<file path="config.mk">
export PLATFORM = sky130hd
export DESIGN_NAME = fifo_read_ctrl
export DESIGN_NICKNAME = d
export VERILOG_FILES = /design/src/rtl/fifo_read_ctrl.sv
export SDC_FILE = /design/constraint.sdc
export NUM_CORES = 1
export LEC_CHECK = 0
export CAP_MARGIN = 20
export CELL_PAD_IN_SITES_DETAIL_PLACEMENT = 1
export CELL_PAD_IN_SITES_GLOBAL_PLACEMENT = 2
export CORE_AREA = 2 2 68 70
export DETAILED_ROUTE_END_ITERATION = 8
export DIE_AREA = 0 0 70 72
export PLACE_DENSITY = 0.74
export SETUP_SLACK_MARGIN = 0.3
export SLEW_MARGIN = 25
export SYNTH_ARGS = -nofsm -noshare
export SYNTH_HDL_FRONTEND = slang
export SYNTH_SLANG_ARGS = --single-unit
</file>
<file path="constraint.sdc">
create_clock -name clk -period 2 [get_ports clk]
set_input_delay 0.4 -clock clk [delete_from_list [all_inputs] [get_ports clk]]
set_output_delay 0.4 -clock clk [all_outputs]
set_load 0.01 [all_outputs]
</file>
<file path="src/rtl/fifo_read_ctrl.sv">
`default_nettype none
// ============================================================================
// Module   : fifo_read_ctrl
// Purpose  : Read-side controller for a flagless byte FIFO. It shadows the
//            FIFO occupancy, issues safe reads, and feeds a 2-entry
//            valid/ready output buffer.
// Revision : 1.0 - initial release
// ============================================================================
module fifo_read_ctrl #(
    parameter int WIDTH = 8,
    parameter int DEPTH = 4,
    parameter int CNT_W = 3
) (
    input  logic             clk,
    input  logic             rst,
    input  logic             fifo_w_en,
    output logic             fifo_r_en,
    input  logic [WIDTH-1:0] fifo_out_data,
    output logic [WIDTH-1:0] m_data,
    output logic             m_valid,
    input  logic             m_ready,
    output logic [CNT_W-1:0] occupancy,
    output logic             overflow
);

    localparam logic [CNT_W-1:0] c_depth = CNT_W'(DEPTH);

    logic [CNT_W-1:0] cnt_q, cnt_d;
    logic             inflight_q, inflight_d;
    logic [1:0]       bcnt_q, bcnt_d;
    logic             overflow_q, overflow_d;
    logic [WIDTH-1:0] buf_q [2];
    logic [WIDTH-1:0] buf_d [2];

    logic             w_pop;
    logic             w_push;
    logic [2:0]       w_pending;
    logic [1:0]       w_wr_idx;

    assign w_pop  = (bcnt_q != 2'd0) & m_ready;
    assign w_push = inflight_q;

    // Bytes that will sit in the buffer after this edge, before any new read
    assign w_pending = {1'b0, bcnt_q} + {2'b00, inflight_q} - {2'b00, w_pop};

    assign fifo_r_en = rst & (cnt_q != '0) & ~fifo_w_en & (w_pending < 3'd2);

    // Slot for the incoming byte, after the head has been shifted out
    assign w_wr_idx = bcnt_q - {1'b0, w_pop};

    always_comb begin
        cnt_d      = cnt_q;
        overflow_d = overflow_q;
        if (fifo_w_en) begin
            if (cnt_q < c_depth) begin
                cnt_d = cnt_q + CNT_W'(1);
            end else begin
                overflow_d = 1'b1;
            end
        end else if (fifo_r_en) begin
            cnt_d = cnt_q - CNT_W'(1);
        end
    end

    always_comb begin
        buf_d[0]   = buf_q[0];
        buf_d[1]   = buf_q[1];
        inflight_d = fifo_r_en;
        bcnt_d     = bcnt_q + {1'b0, w_push} - {1'b0, w_pop};
        if (w_pop) begin
            buf_d[0] = buf_q[1];
        end
        if (w_push) begin
            if (w_wr_idx == 2'd0) begin
                buf_d[0] = fifo_out_data;
            end else begin
                buf_d[1] = fifo_out_data;
            end
        end
    end

    always_ff @(posedge clk) begin
        if (!rst) begin
            cnt_q      <= '0;
            inflight_q <= 1'b0;
            bcnt_q     <= 2'd0;
            overflow_q <= 1'b0;
            buf_q[0]   <= '0;
            buf_q[1]   <= '0;
        end else begin
            cnt_q      <= cnt_d;
            inflight_q <= inflight_d;
            bcnt_q     <= bcnt_d;
            overflow_q <= overflow_d;
            buf_q[0]   <= buf_d[0];
            buf_q[1]   <= buf_d[1];
        end
    end

    assign m_data    = buf_q[0];
    assign m_valid   = (bcnt_q != 2'd0);
    assign occupancy = cnt_q;
    assign overflow  = overflow_q;

endmodule
`default_nettype wire

</file>
# After elaboration in Yosys (flattened, before gate mapping)
# Memories as Yosys holds them, arrays and structs flattened.
# Index checks and enable logic that the tools add are counted.
[classes]
magnitude_cmp = 2
addsub = 7
n_reduce_logical = 6
n_bitwise = 8
eq_ne = 1
muxes = 11
[ops]
columns = ["operator", "count"]
rows = [
  ["8-bit two-way mux", 5],
  ["16-bit two-way mux", 1],
  ["3-bit two-way mux", 3],
  ["1-bit bitwise AND", 4],
  ["2-bit AND reduction", 2],
  ["2-bit nonzero test", 2],
  ["2-bit by 1-bit subtractor with 2-bit output", 2],
  ["2-bit by 1-bit adder with 3-bit output", 1],
  ["3-bit by 1-bit adder with 3-bit output (second input constant)", 1],
  ["3-bit by 2-bit < comparator with 1-bit output (second input constant)", 1],
  ["3-bit < comparator (second input constant)", 1],
  ["3-bit nonzero test", 1],
  ["3-bit by 1-bit subtractor with 3-bit output", 1],
  ["3-bit by 1-bit subtractor with 3-bit output (second input constant)", 1],
  ["2-bit by 1-bit adder with 2-bit output", 1],
  ["2-bit logical NOT", 1],
  ["1-bit two-way mux", 2],
  ["2-bit by 1-bit inequality test with 1-bit output (second input constant)", 1],
  ["1-bit NOT", 2],
  ["1-bit OR", 2],
]
[totals]
ff_bits = 7
ramBits = 16
mem_count = 1
[mem_list]
columns = ["memory", "depth", "word_bits", "rd", "rd_clocked_by_memory_dff", "write_ports", "line", "text"]
rows = [
  ["buf_q", 2, 8, 2, 0, 2, "32", "logic [WIDTH-1:0] buf_q [2];"],
]

# Logic depth before layout (Yosys ltp)
[depth]
word_depth = 7
mapped_depth = 9
mapped_depth_nobuf = 9

# Worst setup path after synthesis
# OpenSTA, ideal clock, no wires.
[synth_path]
path_type = "reg-to-output"
start = "register bcnt_q[0]"
end = "output port fifo_r_en"
setup_slack_ps = 17
required_ps = 1600
path_buffers = 0
arrival_ps = 1583
path_stages_with_launch = 8
cell_sequence = "dfxtp_1 > nand3b_1 > nand2_1 > ha_1 > fa_1 > nor2_1 > nand4_1 > inv_2"
[synth_between]
elab_chain_len = 5
elab_cells_between_ends = 6
classes_between = "add/sub (2); order compare (1); bitwise (2); reduce/logical (1)"
[synth_lines]
columns = ["item", "line", "text"]
rows = [
  ["from (decl)", "30", "logic [1:0] bcnt_q, bcnt_d;"],
  ["from (signal assigned)", "93", "bcnt_q <= bcnt_d;"],
  ["branches (longest 2 deep; another with 2-bit by 1-bit adder with 3-bit output)", "n/a", ""],
  ["3-bit by 1-bit subtractor with 3-bit output *", "44", "assign w_pending = {1'b0, bcnt_q} + {2'b00, inflight_q} - {2'b00, w_pop};"],
  ["3-bit by 2-bit < comparator with 1-bit output *", "46", "assign fifo_r_en = rst & (cnt_q != '0) & ~fifo_w_en & (w_pending < 3'd2);"],
  ["1-bit bitwise AND *", "46", ""],
  ["to (decl)", "17", "output logic fifo_r_en,"],
]
# Mark *: on every way between the ends.

# Worst setup path in the final report
# Same ends and word-level chain as after synthesis.

==> reports/qor.txt <==
WHS Path Cells = 1
GRT Resource Usage Total = 11.4%
post-route setup TNS = -1230 ps
reg2reg start = bcnt_q[0]$_SDFF_PN0_
RePlAce Congestion = 0.732
most frequent cells after synthesis = 23 x dfxtp_1, 16 x mux2i_1, 10 x o21ai_1
Final WS setup = -334 ps
cells after synthesis = 110
CTS H-Tree Depth = 1
most instantiated library cell after synthesis = dfxtp_1
Row Count = 24
Initial Utilization = 25.7%
fmax = 428 MHz
DR vias/cell = 4.46
initial DRC count = 37
Slew Limit Fails = 0
chip width = 70 um
Sink Count = 23
Yosys warning total = 0
nets = 159
DRC errors left = 0
R2R Setup Slk = -300 ps
syn nets = 126
layout cells sized above 1 = 23.2%
CP Launch Type = flip-flop
ANT cells = 0
failing checks = negative setup slack
vias in the first global route = 972
core area = 0.00426 mm^2
min Tclk post-route = 2330 ps
number of synthesized register bits = 23
Leak = 0.000702 uW
Final ANT Viol Nets = 0
Tot Pwr = 1190 uW
Worst VDD drop = 0.358 mV
hold_sp = overflow$_SDFFE_PN0P_
io pins = 26
kind of critical path = reg -> out
WL per Instance = 13.7 um
CP Cell Sequence = nand3b_1 > nand2_1 > ha_2 > fa_1 > nor2_2 > nand4_1 > inv_2 > buf_6
Post-DP HPWL = 1.75 mm
Max-slew headroom = 69.9%
Worst Path Arrival = 1930 ps
HP Class = reg -> reg
Die ar. = 0.00504 mm^2
RSZ-0062 raised after global routing = true
Final Setup Violations = 4
CP Launch Point = bcnt_q[0]$_SDFF_PN0_
area of the multi-input gates = 548 um^2
CTS tree = done
clk buf depth = 2
most common flop cell mapped by yosys = dfxtp_1
Seq/Total Area, Yosys = 42.1%
outcome = finished with violations
async set-reset flop share out of synthesis = 0%
Synth area leader = dfxtp_1
CP endpoint kind = primary output
Top delay family on crit path = adder cells
synthesized cell area = 0.00109 mm^2
CP max FO = 3
CTS Hold Bufs = 0
Reg2Reg Depth = 13
grt ovf = 0
area delta synth->final = 37.3%
via count = 866
distinct cell type count of the synthesized netlist = 30
Critical Path RT = 1600 ps
Worst path slowest cell = fa_1
clock-pin transition on the worst setup and hold timing paths = 80 ps
CP max stage delay = 440 ps
Area contributors post-synth = dfxtp_1 42%, mux2i_1 15%, buf_4 6.2%, nor2b_1 4.6%, o21ai_1 4.6%
Worst-Skew Late Latency = 270 ps
drt first pass iters = 4
number of fill cells = 488
clock root buffer = clkbuf_8
WL final = 2.67 mm
EDFF count, synth = 0
# Max-Cap Violations = 0
pwr/cell area = 793 mW/mm^2
pin count of the biggest net entering global routing = 24
global-route wire length before repair = 4.56 mm
initial antenna violation count = 0
Die Y = 72 um
Hold Path End = overflow$_SDFFE_PN0P_
clk_skew = 1.08 ps
fin crit share = 117%
post-synth top area share = 42.1%
RR Endpoint = occupancy[1]$_SDFFE_PN0P_
cts bufs inserted = 3
Final Hold Fails = 0
I/O Buffers = 25
Synth Area per Inst = 9.95 um^2
pin slew with the least headroom to its limit = 452 ps
Buf/Inv on CP = 2
register area = 465 um^2
-- where the power goes --
| group | total (uW) | switching (uW) | internal (uW) |
|---|---|---|---|
| clock network | 297 | 157 | 139 |
| registers | 546 | 36.8 | 509 |
| logic | 349 | 152 | 197 |
-- metal layers --
layer / vias to the layer above / share of wire [%] / GRT usage [%]
li1: 429 / - / -
met2: 21 / 51 / 20.7
met4: 0 / 0.38 / 1.92
met1: 414 / 44 / 13.1
met5: - / 0 / 0
met3: 2 / 5.3 / 4.03
-- repair_timing --
action / in CTS / in global routing
endpoints found under the setup margin: 16 / 7
pin swaps: 6 / 3
setup buffers: 5 / 0
gates resized for setup: 11 / 5
-- registers in the layout, summed over array words and instances, names as in the netlist --
signal	count
buf_q	16
occupancy	3
bcnt_q	2
inflight_q	1
overflow	1
-- cell usage in the layout (no fill, tap or decap), types with 2 or more instances in the layout --
cell type        instances
o21a_1                   2
clkdlybuf4s50_1         22
and2_1                   2
inv_1                    3
a21oi_1                  9
nand3_1                  2
o21ai_1                 10
dfxtp_1                 19
nand2_1                  2
inv_2                    2
nor2b_1                  8
clkbuf_8                 3
fa_1                     2
dfxtp_2                  4
a21boi_1                 2
mux2i_1                 16
buf_4                   15
-- worst max-delay path by stage --
stage,end,slack [ps],cells past startpoint
floorplan,fifo_r_en,40,7
global placement,fifo_r_en,-1020,9
detailed placement,fifo_r_en,-1060,9
CTS,fifo_r_en,-380,8
global route,fifo_r_en,-450,8
finish,fifo_r_en,-330,8
-- cell type report --
class                   count  area share (%)
well taps                  52            4.33
flip-flops and latches     23            31.0
repair buffers             40            23.9
clock inverters             1           0.333
multi-input cells          70            36.5
inverters                   5            1.25
clock buffers               3            2.75
-- cell families (layout without fill, tap and decap cells) --
| logic type | count (synthesis) | count (layout) | synth area share, % |
|---|---|---|---|
| compound gates | 24 | 24 | 12.3 |
| xor+xnor | 2 | 2 | 1.60 |
| fa+ha+maj | 4 | 4 | 5.94 |
| buf+inv | 17 | 49 | 9.03 |
| flops | 23 | 23 | 42.1 |
| mux | 16 | 16 | 14.6 |
| simple gates | 24 | 24 | 14.4 |
-- metrics by stage --
step           instance area (um^2)  cells  util, %  setup slack, ps  hold WS, ps
2_1_floorplan                  1100    110        -             42.2          485
3_3_place_gp                   1410    185     33.0            -1020          456
3_5_place_dp                   1410    185     33.0            -1060          461
4_1_cts                        1500    194     35.1             -380          483
5_1_grt                        1500    194     35.2             -449          509
6_report                       1500    194     35.2             -334          475
(Power assumes the default switching activity.)
==> RTL change 1: new RTL, same flow settings <==
Change the parameter `WIDTH` from 8 to 10.
--- a/src/rtl/fifo_read_ctrl.sv
+++ b/src/rtl/fifo_read_ctrl.sv
@@ -7,7 +7,7 @@
 // Revision : 1.0 - initial release
 // ============================================================================
 module fifo_read_ctrl #(
-    parameter int WIDTH = 8,
+    parameter int WIDTH = 10,
     parameter int DEPTH = 4,
     parameter int CNT_W = 3
 ) (
Interface: changed (resized fifo_out_data and m_data); port bits go from 26 to 30. No check against the original RTL was run, so the function may have changed too.
==> RTL change 1 against the unedited design <==
The run still ends with negative setup slack left. Synthesized cell count is 17% higher. First-iteration DRC count is 70% lower. Setup slack worse by 0.049 ns. Total power is 13% higher. Die area stayed put. Sequential cell count is 4 higher. Routed wire length is 12% higher. Cell area is 14% higher. Final cell count is 8.8% higher. Area after synthesis is 18% higher. Critical path depth stayed put. Fmax is 2.1% lower. Largest power group unchanged.
==> RTL change 1: results (changes against the unedited design) <==
GP Congestion: 0.721 (-1.5%)
Met3 usage in global routing: 0.0292 (-0.0111)
Vias in the first global route: 1065 (+9.6%)
DR vias: 998 (+15%)
Final Hold Slack: 0.476 ns (+0.000407 ns)
Final WS setup: -0.383 ns (-0.0493 ns)
Mapped Cells: 129 (+17%)
Setup Skew: 0.00653 ns (+0.00545 ns)
Leakage power: 0.783 nW (+12%)
Largest register FFs: 20 (+4)
Synth area leaders: dfxtp_1 42%, mux2i_1 15%, buf_4 5.8%
Met2 Usage GRT: 0.222 (+0.0148)
Dpl hpwl: 2190 um (+25%)
Pre-Repair DR Iteration Count: 2 (-2)
Worst reg2reg setup slack: -0.08 ns (+0.22 ns)
Layout cells sized above 1: 0.201 (-0.0311)
Dpl cells: 204 (+10%)
Arrival @ worst endpoint: 1.98 ns (+0.05 ns)
# fillers: 493 (+1.0%)
Final layout net count: 178 (+12%)
Root Driver: clkbuf_8
Drt initial violations: 11 (-70%)
Maximum VDD drop: 0.000355 V (-0.68%)
Fin crit share: 1.19 (+0.0247)
# setup viols final: 2 (-2)
Finished Layout Cells: 211 (+8.8%)
Slew HR: 0.843 (+0.144)
Top FF cell, synth: dfxtp_1
Wire per inst: 14.1 um (+2.8%)
Dpl ws: -1.16 ns (-0.0971 ns)
Register area: 544 sq um (+17%)
Failing checks: negative setup slack
Synth top cells by count: 27 x dfxtp_1, 20 x mux2i_1, 12 x o21ai_0
Largest net degree at the start of global routing: 28 (+17%)
Sequential area share after synthesis: 0.417 (-0.00358)
Status: complete, but fails checks
Gr usage total: 0.124 (+0.0101)
Synth unique cells: 29 (-3.3%)
Setup Total Neg Slack: -0.468 ns (+0.759 ns)
First-pass GRT wire length: 4950 um (+8.6%)
Cells on worst reg2reg path: 10 (-3)
R2R Path End: occupancy[0]$_SDFFE_PN0P_
Post-synth net total: 147 (+17%)
RTL change 1: changes by cell type in the layout (fill, tap and decap cells not counted), moves of 2 or more:
cell | before | now
o21ai_1 | 10 | 0
o21ai_0 | 0 | 10
nor2b_1 | 8 | 10
clkdlybuf4s50_1 | 22 | 26
mux2i_1 | 16 | 20
dfxtp_1 | 19 | 24
o21ai_2 | 0 | 2
RTL change 1: metal layers:
metal | vias to the layer above | wire, um | part of all wire
met5 | - | 0 | 0
met4 | 0 | 27 | 0.0091
met3 | 4 | 157 | 0.053
met2 | 23 | 1500 | 0.50
met1 | 486 | 1290 | 0.43
li1 | 485 | - | -
RTL change 1: logic make-up after synthesis:
group                    share of synthesized area
AO/OA/AOI/OAI                                0.125
XOR/XNOR                                    0.0135
adder cells (fa/ha/maj)                     0.0502
buffers and inverters                        0.106
flip-flops                                   0.417
multiplexers                                 0.154
AND/OR/NAND/NOR                              0.134
RTL change 1: repair_timing:
item                       in CTS  in global routing
pin swaps                       8                  2
gates resized for setup        16                  1
gates cloned                    0                  0
setup endpoints to repair       7                  7
buffers inserted                2                  1
RTL change 1: report_power, final:
| part | internal, mW | leakage (nW) | switching (mW) |
|---|---|---|---|
| Clock | 0.141 | 0.0217 | 0.169 |
| Combinational | 0.226 | 0.541 | 0.178 |
| Sequential | 0.594 | 0.221 | 0.0397 |
RTL change 1: final cells by class:
cell class                 count  share of cell area
timing repair buffer          43               0.232
sequential                    27               0.319
clock buffer                   3              0.0242
tap                           52              0.0381
clock inverter                 1             0.00440
multi-input combinational     80               0.372
inverter                       5              0.0110
RTL change 1: worst max-delay path, cell delays in order (launching register included):
cell and delay (ns):
dfxtp_2 0.35, nand3b_1 0.19, nand2_1 0.08, ha_2 0.17
fa_1 0.45, nor2_2 0.13, nand4_1 0.15, inv_2 0.10
buf_6 0.10
==> RTL change 2: new RTL, same settings <==
Without the edit above. Reset style: asynchronous (`rst`), changed in one clocked block.
--- a/src/rtl/fifo_read_ctrl.sv
+++ b/src/rtl/fifo_read_ctrl.sv
@@ -79,7 +79,7 @@
         end
     end
 
-    always_ff @(posedge clk) begin
+    always_ff @(posedge clk or negedge rst) begin
         if (!rst) begin
             cnt_q      <= '0;
             inflight_q <= 1'b0;
Function: differs if rst is asserted again (counterexample within 4 cycles, from zero or initial values and one cycle with rst low); with rst held inactive, the same outputs for 10 cycles.
==> RTL change 2 against the unedited design <==
The run still ends with negative setup slack left. Routed wire length is 15% higher. Sequential cell count stayed put. Die area stayed put. Critical path depth is 1 higher. Setup slack worse by 0.28 ns. Area after synthesis increased by 8.9%. Fmax decreased by 11%. Cell area increased by 27%. Sequential share of layout area is 0.89 points lower. Critical endpoint unchanged.
Power is not compared: it rests on default switching activity, and its combinational part moved more than twofold at a synthesized area within 25%.
==> RTL change 2: results (changes against the unedited design) <==
Met3 usage in global routing: 0.0222 (-0.0181)
Arrival @ worst endpoint: 2.22 ns (+0.29 ns)
CTS buffer count: 3 (unchanged)
Failing checks: negative setup slack
Dpl hpwl: 2040 um (+17%)
Largest net degree at the start of global routing: 24 (unchanged)
Switch share: 0.334
Synth top cells by count: 24 x mux2_2, 23 x dfrtp_1, 8 x buf_4
Combinational Power Share: 0.631
Dpl cells: 180 (-2.7%)
Hold path depth: 1 (unchanged)
Clk buf depth: 2 (unchanged)
# setup viols final: 4 (unchanged)
Dpl ws: -1.33 ns (-0.263 ns)
Worst stage delay on the critical path: 0.46 ns (+0.02 ns)
Drt total wl: 3070 um (+15%)
Flop pwr share: 0.269
IO Port Bufs: 25 (unchanged)
Gr usage total: 0.120 (+0.00592)
Met1 Track Usage GR: 0.142 (+0.0109)
Status: complete, but fails checks
Ys async rst share: 1.00 (+1.00)
Slew HR: 0.773 (+0.0744)
Final layout net count: 159 (unchanged)
Root Driver: clkbuf_8
Finished Layout Cells: 194 (unchanged)
Setup Skew: 0.00226 ns (+0.00118 ns)
Cells on worst reg2reg path: 14 (+1)
Tot Pwr: 2.96 mW
Met2 Usage GRT: 0.223 (+0.0159)
Post-synth net total: 111 (-12%)
Peak fanout along the critical path: 3 (unchanged)
Skew-Pair Late Insertion Delay: 0.26 ns
Pre-Repair DR Iteration Count: 4 (unchanged)
Initial antenna violation count: 0 (unchanged)
Min-delay worst type: register to register
Synth unique cells: 27 (-10%)
Syn. warnings: 0 (unchanged)
Avg Vias per Cell: 4.66 (+4.4%)
Placed Area: 1620 sq um (+15%)
Syn Area/Cell: 12.6 sq um (+26%)
Sequential area share after synthesis: 0.483 (+0.0621)
Layout cells sized above 1: 0.507 (+0.275)
GP Congestion: 0.802 (+9.6%)
Final WS setup: -0.619 ns (-0.285 ns)
Vias in the first global route: 984 (+1.2%)
Drt initial violations: 23 (-38%)
Maximum VDD drop: 0.000588 V
Synth area leaders: dfrtp_1 48%, mux2_2 23%, buf_4 5.0%
First-pass GRT wire length: 4740 um (+3.9%)
CP max stage cell: fa_1
Clock Pin Slew Worst Setup and Hold Paths: 0.08 ns (about the same)
Top FF cell, synth: dfrtp_1
# diodes: 0 (unchanged)
Htree depth: 1 (unchanged)
Setup Total Neg Slack: -2.27 ns (-1.05 ns)
Leakage power: 0.894 nW
RTL change 2: cell families after synthesis:
family,count (synthesis),synth area share
adder cells (fa/ha/maj),4,0.0546
XOR/XNOR,3,0.0220
flip-flops,23,0.483
multiplexers,25,0.235
AND/OR/NAND/NOR,19,0.0808
AO/OA/AOI/OAI,8,0.0577
buffers and inverters,13,0.0672
RTL change 2: critical path, delay by kind of cell:
family | cells | cell delay, ns
fa+ha+maj | 2 | 0.63
simple gates | 5 | 0.75
buf+inv | 2 | 0.44
RTL change 2: final timing paths:
path                                       from                       end  slack (ns)
max                                     m_ready                 fifo_r_en       -0.62
min                        overflow$_DFFE_PN0P_      overflow$_DFFE_PN0P_        0.48
max reg2reg                 bcnt_q[0]$_DFF_PN0_  occupancy[0]$_DFFE_PN0P_       -0.57
min reg2reg                overflow$_DFFE_PN0P_      overflow$_DFFE_PN0P_        0.48
max in group asynchronous                   rst       m_data[0]$_DFF_PN0_        1.16
min in group asynchronous                   rst       bcnt_q[1]$_DFF_PN0_        0.61
RTL change 2: area by class of cell:
class                      instances  area [sq um]
multi-input combinational         59           692
fill                             446          2350
sequential                        23           576
inverter                           2          7.51
clock inverter                     1          5.00
timing repair buffer              54           527
tap                               52          65.1
clock buffer                       3          41.3
RTL change 2: metal layers:
layer / routed length [um] / share of wire / vias to the layer above
li1: - / - / 418
met1: 1260 / 0.41 / 468
met2: 1710 / 0.56 / 18
met3: 97 / 0.032 / 0
met4: 0 / 0 / 0
met5: 0 / 0 / -
RTL change 2: repair_timing:
item                       CTS  global route
gates resized for setup     24            25
pin swaps                    6             6
setup endpoints to repair   17            14
buffers inserted             7             3
